### src/rtl/mc_stage_seq_pkg.sv
// Shared definitions for the multi-cycle stage sequencer: state codes,
// the bundle of per-cycle control strobes, and small decode helpers.
package mc_stage_seq_pkg;

  // State encoding is fixed; the datapath and debug tooling decode these codes.
  typedef enum logic [2:0] {
    S_IF   = 3'd0,
    S_IFW  = 3'd1,
    S_ID   = 3'd2,
    S_EXE  = 3'd3,
    S_MEM  = 3'd4,
    S_MEMW = 3'd5,
    S_WB   = 3'd6,
    S_ERR  = 3'd7
  } state_e;

  // Per-cycle control strobes driven toward the datapath and SRAM ports.
  typedef struct packed {
    logic inst_req;
    logic ir_we;
    logic ex_we;
    logic data_req;
    logic data_we;
    logic rf_we;
    logic pc_we;
    logic retire;
  } stage_ctl_t;

  localparam stage_ctl_t CTL_IDLE = '0;

  // States in which the sequencer waits on an SRAM ok handshake.
  function automatic logic is_wait_state(input state_e s);
    return (s == S_IFW) || (s == S_MEMW);
  endfunction

  // States whose cycle immediately precedes a wait state; the watchdog
  // timer is cleared there so it starts from zero on wait-state entry.
  function automatic logic is_pre_wait_state(input state_e s);
    return (s == S_IF) || (s == S_MEM);
  endfunction

endpackage

### src/rtl/mc_stage_seq_wait_timer.sv
// Wait-state watchdog counter. Cleared on entry to a wait state, counts
// wait cycles without a response, and flags expiry at the all-ones count.
// The count saturates so expiry stays asserted until the next clear.
module mc_wait_timer #(
  parameter int unsigned TMO_W = 8
) (
  input  logic clk,
  input  logic reset,
  input  logic i_clr,
  input  logic i_inc,
  output logic o_expired
);

  logic [TMO_W-1:0] r_cnt;
  logic             w_full;

  assign w_full    = (r_cnt == '1);
  assign o_expired = w_full;

  // Clear has priority over increment; hold at all-ones once reached.
  always_ff @(posedge clk) begin
    if (reset || i_clr) begin
      r_cnt <= '0;
    end else if (i_inc && !w_full) begin
      r_cnt <= r_cnt + TMO_W'(1);
    end
  end

endmodule

### src/rtl/mc_stage_seq.sv
// Multi-cycle IF/ID/EXE/MEM/WB stage sequencer. Generates datapath enables
// and SRAM request strobes, waits on variable-latency ok handshakes under a
// watchdog, and maintains cycle / retired-instruction / stall counters.
module mc_stage_seq
  import mc_stage_seq_pkg::*;
#(
  parameter int unsigned TMO_W  = 8,
  parameter int unsigned CNT_W  = 32,
  parameter bit          TMO_EN = 1'b1
) (
  input  logic             clk,
  input  logic             reset,
  input  logic             inst_ok,
  input  logic             data_ok,
  input  logic             dec_br_only,
  input  logic             dec_load,
  input  logic             dec_store,
  input  logic             dec_gr_we,
  input  logic             br_taken,
  output logic             inst_req,
  output logic             ir_we,
  output logic             ex_we,
  output logic             data_req,
  output logic             data_we,
  output logic             rf_we,
  output logic             pc_we,
  output logic             pc_sel_br,
  output logic             retire,
  output logic             err,
  output logic [2:0]       state,
  output logic [CNT_W-1:0] cyc_cnt,
  output logic [CNT_W-1:0] instret_cnt,
  output logic [CNT_W-1:0] stall_cnt
);

  state_e           r_state;
  logic             r_pc_sel_br;
  logic             r_err;
  logic [CNT_W-1:0] r_cyc_cnt;
  logic [CNT_W-1:0] r_instret_cnt;
  logic [CNT_W-1:0] r_stall_cnt;

  logic             w_wait;
  logic             w_ok;
  logic             w_stall;
  logic             w_expired_raw;
  logic             w_expired;
  logic             w_tmo;
  logic             w_clr;
  logic             w_pc_sel_br;
  stage_ctl_t       w_ctl;

  // Handshake qualification: each ok is only meaningful in its own wait state.
  assign w_wait    = is_wait_state(r_state);
  assign w_ok      = ((r_state == S_IFW)  && inst_ok) ||
                     ((r_state == S_MEMW) && data_ok);
  assign w_stall   = w_wait && !w_ok;
  assign w_expired = TMO_EN ? w_expired_raw : 1'b0;
  // A response arriving in the expiry cycle is accepted rather than faulted.
  assign w_tmo     = w_stall && w_expired;
  assign w_clr     = is_pre_wait_state(r_state);

  mc_wait_timer #(
    .TMO_W (TMO_W)
  ) u_wait_timer (
    .clk       (clk),
    .reset     (reset),
    .i_clr     (w_clr),
    .i_inc     (w_stall),
    .o_expired (w_expired_raw)
  );

  // Decode control strobes from the current state and decode/handshake inputs.
  always_comb begin
    w_ctl = CTL_IDLE;
    if (!reset) begin
      case (r_state)
        S_IF: begin
          w_ctl.inst_req = 1'b1;
        end
        S_IFW: begin
          w_ctl.ir_we = inst_ok;
        end
        S_ID: begin
          if (dec_br_only) begin
            w_ctl.pc_we  = 1'b1;
            w_ctl.retire = 1'b1;
          end
        end
        S_EXE: begin
          w_ctl.ex_we = 1'b1;
        end
        S_MEM: begin
          w_ctl.data_req = 1'b1;
          w_ctl.data_we  = dec_store;
        end
        S_MEMW: begin
          if (data_ok && dec_store) begin
            w_ctl.pc_we  = 1'b1;
            w_ctl.retire = 1'b1;
          end
        end
        S_WB: begin
          w_ctl.rf_we  = dec_gr_we;
          w_ctl.pc_we  = 1'b1;
          w_ctl.retire = 1'b1;
        end
        default: begin
          w_ctl = CTL_IDLE;
        end
      endcase
    end
  end

  // Branch select follows br_taken live in S_ID so a branch-only PC update
  // in that same cycle sees it; elsewhere the value captured in S_ID is held.
  always_comb begin
    w_pc_sel_br = r_pc_sel_br;
    if (!reset && (r_state == S_ID)) begin
      w_pc_sel_br = br_taken;
    end
  end

  // Stage FSM, sticky error flag, branch-select capture and counters.
  always_ff @(posedge clk) begin
    if (reset) begin
      r_state       <= S_IF;
      r_pc_sel_br   <= 1'b0;
      r_err         <= 1'b0;
      r_cyc_cnt     <= '0;
      r_instret_cnt <= '0;
      r_stall_cnt   <= '0;
    end else begin
      if (r_state != S_ERR) begin
        r_cyc_cnt <= r_cyc_cnt + CNT_W'(1);
      end
      if (w_ctl.retire) begin
        r_instret_cnt <= r_instret_cnt + CNT_W'(1);
      end
      if (w_stall) begin
        r_stall_cnt <= r_stall_cnt + CNT_W'(1);
      end

      case (r_state)
        S_IF: begin
          r_state <= S_IFW;
        end
        S_IFW: begin
          if (inst_ok) begin
            r_state <= S_ID;
          end else if (w_tmo) begin
            r_state <= S_ERR;
            r_err   <= 1'b1;
          end
        end
        S_ID: begin
          r_pc_sel_br <= br_taken;
          r_state     <= dec_br_only ? S_IF : S_EXE;
        end
        S_EXE: begin
          r_state <= (dec_load || dec_store) ? S_MEM : S_WB;
        end
        S_MEM: begin
          r_state <= S_MEMW;
        end
        S_MEMW: begin
          if (data_ok) begin
            r_state <= dec_store ? S_IF : S_WB;
          end else if (w_tmo) begin
            r_state <= S_ERR;
            r_err   <= 1'b1;
          end
        end
        S_WB: begin
          r_state <= S_IF;
        end
        S_ERR: begin
          r_state <= S_ERR;
        end
        default: begin
          r_state <= S_ERR;
          r_err   <= 1'b1;
        end
      endcase
    end
  end

  assign inst_req    = w_ctl.inst_req;
  assign ir_we       = w_ctl.ir_we;
  assign ex_we       = w_ctl.ex_we;
  assign data_req    = w_ctl.data_req;
  assign data_we     = w_ctl.data_we;
  assign rf_we       = w_ctl.rf_we;
  assign pc_we       = w_ctl.pc_we;
  assign retire      = w_ctl.retire;
  assign pc_sel_br   = w_pc_sel_br;
  assign err         = r_err;
  assign state       = r_state;
  assign cyc_cnt     = r_cyc_cnt;
  assign instret_cnt = r_instret_cnt;
  assign stall_cnt   = r_stall_cnt;

endmodule

### config.mk
export PLATFORM = sky130hd
export DESIGN_NAME = mc_stage_seq
export DESIGN_NICKNAME = d
export VERILOG_FILES = /design/src/rtl/mc_stage_seq_pkg.sv /design/src/rtl/mc_stage_seq_wait_timer.sv /design/src/rtl/mc_stage_seq.sv
export SDC_FILE = /design/constraint.sdc
export NUM_CORES = 1
export LEC_CHECK = 0
export BUFFER_PORTS_ARGS = -buffer_cell sky130_fd_sc_hd__buf_2
export CORE_MARGIN = 1.5
export CORE_UTILIZATION = 45
export CTS_BUF_LIST = sky130_fd_sc_hd__clkbuf_4
export CTS_CLUSTER_DIAMETER = 30
export DETAILED_ROUTE_END_ITERATION = 16
export PLACE_DENSITY = 0.68
export SETUP_SLACK_MARGIN = 0.2
export SYNTH_ARGS = -nofsm -noshare
export SYNTH_HDL_FRONTEND = slang
export SYNTH_HIERARCHICAL = 1
export SYNTH_SLANG_ARGS = --single-unit
### constraint.sdc
create_clock -name clk -period 2.75 [get_ports clk]
set_input_delay 0.55 -clock clk [delete_from_list [all_inputs] [get_ports clk]]
set_output_delay 0.55 -clock clk [all_outputs]
set_load 0.05 [all_outputs]
==> flow_summary_export.csv, run 1 <==
group,metric,value,unit
route,first_iter_violations,382,
layout,diodes,0,
floorplanning,rows,40,
sta,max_slew_margin,63.32,%
sta,setup-tns-final,0,ps
sta,layout_setup_ws,284.8,ps
sta,finalSetupViolCount,0,
layout,area_growth,16.23,%
power,power_leakage,0.002399,uW
power,ir_drop,346.1,uV
logic_synthesis,synth-seq-cells,109,
cts,cts.path.max_buffers,2,
floorplanning,coreArea,12060,sq um
sta,slew_violations,0,
critical_path,critPathSlowestCell,"nor2_2",
cts,clockRootBuffer,"clkbuf_4",
logic_synthesis,yosysWarnings,6,
cts,clock_latency,500,ps
cts,cts_tree,"done",
layout,nFillCells,1123,
critical_path,cp_cell_sequence,"buf_4 > nor2_2 > and3_1 > buf_2",
cts,cts-buffers-inserted,9,
min_path,hp-class,"input pin to flip-flop",
route,firstDrtPassIters,5,
logic_synthesis,synth_area,5597,sq um
logic_synthesis,synth.most_common_cell,"dfxtp_1",
floorplanning,die_height,114.5,microns
critical_path,arrival,1920,ps
route,vias,5531,
logic_synthesis,synth-seq-area-share,38.99,%
critical_path,cp.required,2200,ps
flow_run,maxCapViolations,0,
sta,fmax,405.6,MHz
floorplanning,start_util,46.40,%
global_route,grt_max_degree,93,
global_route,antenna_found_initial,0,
layout,fin_util,53.93,%
logic_synthesis,yosysTopAreaCell,"dfxtp_1",
floorplanning,pin_count,118,
global_route,grt_pass1_wl,24010,microns
route,wl_per_cell,15.54,microns
floorplanning,die_area,13110,sq um
power,p_per_area,404.6,nW/um^2
sta,period_minus_slack,2465,ps
placed_design,gp_congestion,0.8268,
critical_path,critical-path-max-stage-delay,390,ps
floorplanning,dieWidth,114.5,microns
placed_design,pre_cts_ws,332.0,ps
global_route,grt_overflow,0,
route,viasPerCell,5.909,
cts,clkSlewWorstSetupHoldPaths,160,ps
layout,drive_gt1_share,23.44,%
cts,cts.sinks,109,
logic_synthesis,synth_common_cells,"109 x dfxtp_1, 70 x a21oi_1, 50 x or4_1, 49 x o31ai_1, 43 x nand2_1",
layout,nNetsFinal,776,
logic_synthesis,synth_ff_type,"dfxtp_1",
cts,h-tree-depth,3,
logic_synthesis,yosys-top-cells-area,"dfxtp_1 39%, or4_1 6.7%, o31ai_1 6.6%",
logic_synthesis,synthCells,665,
critical_path,crit_path_start_kind,"flip-flop",
placed_design,port_buffers,117,
route,drc_errors,0,
logic_synthesis,async_flop_share,0,%
sta,finalHoldViolations,0,
global_route,grt_usage,22.57,%
sta,finalCritPeriodShare,89.65,%
run_status,status,"complete, no violations",
route,routed_wirelength,14540,microns
logic_synthesis,synth_fp_nets,678,
global_route,first_global_vias,4938,
logic_synthesis,synth_top_area_share,38.99,%
critical_path,end_kind,"output pin",
route,postRouteAntennaNets,0,
critical_path,worst-setup-path-type,"flip-flop to output pin",
cts,holdBufCountCts,0,
sta,grt_setup_unrepaired,"false",
logic_synthesis,ys_types,54,
layout,seqCellArea,2191,sq um
sta,finalClockSkew,15.32,ps
logic_synthesis,synth_edf_count,0,
critical_path,cp_max_fo,8,
layout,multi_input_area,3204,sq um
sta,worst_pin_slew,536.4,ps
logic_synthesis,synth.avg_cell_area,8.416,sq um
placed_design,dp.final_hpwl,10240,microns
==> final timing paths <==
kind	start	slack (ps)	depth (start not counted)	end
worst max-delay path	state[0]	280	4	data_we
worst min-delay path	br_taken	290	3	r_pc_sel_br
worst max register to register	state[0]	390	6	cyc_cnt[31]
worst min register to register	u_wait_timer/r_cnt[6]	500	1	u_wait_timer/r_cnt[6]
==> state kept, by name, indices dropped and copies added, names as in the netlist <==
name and cells:
cyc_cnt 32, err 1, instret_cnt 32, r_pc_sel_br 1
stall_cnt 32, state 3, u_wait_timer/r_cnt 8
==> cell type report <==
cell class | instances | share of cell area (%)
clock buffers | 10 | 1.154
clock inverters | 6 | 0.9810
inverters | 16 | 0.9233
multi-input cells | 497 | 49.26
flip-flops and latches | 109 | 33.68
well taps | 168 | 3.231
repair buffers | 130 | 10.77
==> where the power goes <==
group / leakage [uW] / internal [uW] / switching (uW) / total (uW)
clock network: 0.0000724 / 286 / 544 / 830
registers: 0.000881 / 1590 / 16.4 / 1610
logic: 0.00145 / 55.6 / 139 / 195
total: 0.00240 / 1930 / 700 / 2630
==> metal layers <==
layer | GRT usage [%] | part of all wire, % | vias up
met3 | 7.094 | 6.1 | 14
met4 | 5.833 | 1.3 | 0
li1 | - | - | 2757
met1 | 29.79 | 46 | 2622
met5 | 0 | 0 | -
met2 | 35.77 | 46 | 138
==> critical path: cells and delay by family (launching register included) <==
family                 cells  cell delay [ps]
flip-flops                 1              380
AND/OR/NAND/NOR            2              630
buffers and inverters      2              410
==> placed cells by master, fill, tap and decap left out, types with 3 or more instances in the layout <==
cell type	Yosys	final
or3_1	18	18
o21ai_0	21	21
inv_1	16	16
clkbuf_4	0	10
and2_1	5	5
nor3_2	0	3
nand3_1	28	28
nand4_1	35	35
nand2_1	43	43
nand2b_1	4	4
nor2_1	40	38
or4_1	50	50
mux2_2	12	12
a21oi_1	70	70
dfxtp_1	109	106
mux2i_1	5	5
and4b_1	3	3
xor2_1	10	10
and3_1	13	13
nor2b_1	13	12
o31ai_1	49	49
buf_4	2	14
ha_1	4	4
nor4_1	11	10
a2111oi_0	6	6
a31oi_1	3	3
xnor2_1	8	8
nor3_1	7	4
and4_1	13	13
buf_2	12	115
==> through the flow <==
| step | area (sq um) | cells | hold WS (ps) | total power (uW) |
|---|---|---|---|---|
| final | 6505 | 936 | 293.6 | 2632 |
| after global routing | 6505 | 936 | 271.0 | 2748 |
| after CTS | 6497 | 936 | 251.9 | 2659 |
| after detailed placement | 6330 | 918 | 461.4 | 1828 |
| after global placement | 6330 | 918 | 452.1 | 1825 |
| after floorplan | 5620 | 665 | 451.3 | 1770 |
==> cells by family after synthesis <==
kind of cell             after synthesis  synth area share, %
XOR/XNOR                              18                2.817
AO/OA/AOI/OAI                        160                17.64
adder cells (fa/ha/maj)                4               0.8943
multiplexers                          18                3.577
AND/OR/NAND/NOR                      297                31.59
flip-flops                           109                38.99
buffers and inverters                 59                4.494
==> what timing repair did <==
action,CTS,global route
resized for setup,7,2
gates cloned,0,0
hold endpoints to repair,0,0
endpoints found under the setup margin,6,3
setup buffers,2,0
Note: power is estimated with default switching activity, not from simulation.
==> run 2: changes to the inputs <==
Settings changed: CAP_MARGIN set to 15, HOLD_SLACK_MARGIN set to 0.12.
Clock period 2.75 ns to 2.3 ns, I/O delays scaled along.
==> run 2 against run 1 <==
  * Largest cell class unchanged
  * Largest power group unchanged
  * Cell area is 6.0% higher
  * Non-clock buffer count is 15 higher
  * Sequential cell count stayed put
  * Highest routed layer unchanged
  * Wire length is 4.9% higher
  * Hold slack worse by 71 ps
==> flow_summary_export.csv, run 2 (same netlist as run 1, synthesis figures left out) <==
group,metric,value,unit
run_status,status,"complete, no violations",
global_route,grt_overflow,0,
placed_design,gp_congestion,0.8438,
layout,fin_cells,951,
floorplanning,start_util,46.40,%
placed_design,dp.final_hpwl,10320,microns
route,viasPerCell,6.028,
power,internal-power,2438,uW
power,clkPwrFrac,32.2,%
floorplanning,coreArea,12060,sq um
floorplanning,die_area,13110,sq um
global_route,grt_pass1_wl,24580,microns
route,first_iter_violations,420,
sta,slew_violations,0,
floorplanning,rows,40,
sta,setup-tns-final,0,ps
floorplanning,pin_count,118,
layout,drive_gt1_share,32.18,%
layout,diodes,0,
route,wl_per_cell,16.04,microns
power,ir_drop,411.8,uV
critical_path,arrival,1740,ps
sta,finalClockSkew,13.18,ps
critical_path,crit_path_start_kind,"flip-flop",
sta,finalCritPeriodShare,95.62,%
critical_path,end_kind,"output pin",
power,power_leakage,0.002546,uW
cts,clkSlewWorstSetupHoldPaths,160,ps
sta,layout_setup_ws,100.7,ps
sta,finalSetupViolCount,0,
cts,cts.path.max_buffers,2,
placed_design,dp.cells,924,
layout,fin_util,57.19,%
route,vias,5733,
cts,clockRootBuffer,"clkbuf_4",
layout,area_growth,23.25,%
global_route,antenna_found_initial,0,
floorplanning,dieWidth,114.5,microns
flow_run,maxCapViolations,0,
min_path,hp-class,"input pin to flip-flop",
floorplanning,die_height,114.5,microns
layout,mostFrequentLayoutCells,"107 x buf_2, 70 x a21oi_1, 57 x dfxtp_1",
cts,clock_latency,470,ps
global_route,grt_max_degree,41,
sta,finalHoldViolations,0,
cts,cts-buffers-inserted,9,
placed_design,pre_cts_ws,89.72,ps
power,p_per_area,474.6,nW/um^2
layout,final_common_cell,"buf_2",
critical_path,cp.required,1840,ps
critical_path,cp_max_fo,5,
layout,nNetsFinal,793,
global_route,first_global_vias,5019,
sta,fmax,454.7,MHz
cts,h-tree-depth,3,
power,switching_share,25.53,%
global_route,grt_usage,22.95,%
critical_path,worst-setup-path-type,"flip-flop to output pin",
placed_design,port_buffers,117,
route,routed_wirelength,15250,microns
route,firstDrtPassIters,5,
sta,worst_pin_slew,471.1,ps
sta,period_minus_slack,2199,ps
sta,fin_worst_hold_slack,222.5,ps
cts,cts_tree,"done",
route,postRouteAntennaNets,0,
power,p_comb_share,9.2,%
cts,cts.sinks,109,
power,p_sw,835.7,uW
route,drc_errors,0,
sta,grt_setup_unrepaired,"true",
sta,max_slew_margin,67.78,%
power,seq_power_share,58.7,%
## run 2: what timing repair did
item / in CTS / in global routing
resized for setup: 29 / 18
setup endpoints to repair: 18 / 31
pin swaps: 3 / 6
hold endpoints to repair: 0 / 0
hold buffers: 0 / 0
cloned: 0 / 3
buffers inserted: 4 / 6
## run 2: cell type report
cell class	instances	area, sq um
flip-flops and latches	109	2255
fillers	1089	5164
multi-input cells	499	3308
clock inverters	5	77.57
clock buffers	9	67.56
repair buffers	145	919.6
inverters	16	60.06
well taps	168	210.2
## run 2: worst max-delay path: stages (launching register included)
cell	delay [ps]
dfxtp_4	390
buf_12	130
nand2b_4	150
nor3_4	130
mux2_4	330
buf_8	150
## run 2: through the flow
stage,total power [uW],instance area (sq um)
2_1_floorplan,2131,5759
3_3_place_gp,2199,6480
3_5_place_dp,2204,6480
4_1_cts,3268,6751
5_1_grt,3402,6898
6_report,3274,6898
## run 2: power groups by stage
stage / clock network (uW) / logic [uW] / registers (uW)
CTS: 1080 / 270 / 1920
finish: 1050 / 301 / 1920
global placement: 0 / 240 / 1960
detailed placement: 0 / 244 / 1960
global route: 1160 / 319 / 1920
floorplan: 0 / 138 / 1990
## run 2: per-layer routing
metal  GRT usage (%)  vias up  part of all wire [%]
met5               0        -                     0
met4           8.583        0                   1.8
met3           3.653       20                   5.3
met2           36.89      178                    47
met1           31.03     2749                    46
li1                -     2786                     -
## run 2: worst paths after layout
kind	from	endpoint	slack (ps)	cells past startpoint
max	state[0]	pc_sel_br	100	5
min	br_taken	r_pc_sel_br	220	3
max reg2reg	state[0]	stall_cnt[27]	210	6
min reg2reg	u_wait_timer/r_cnt[1]	u_wait_timer/r_cnt[1]	490	2
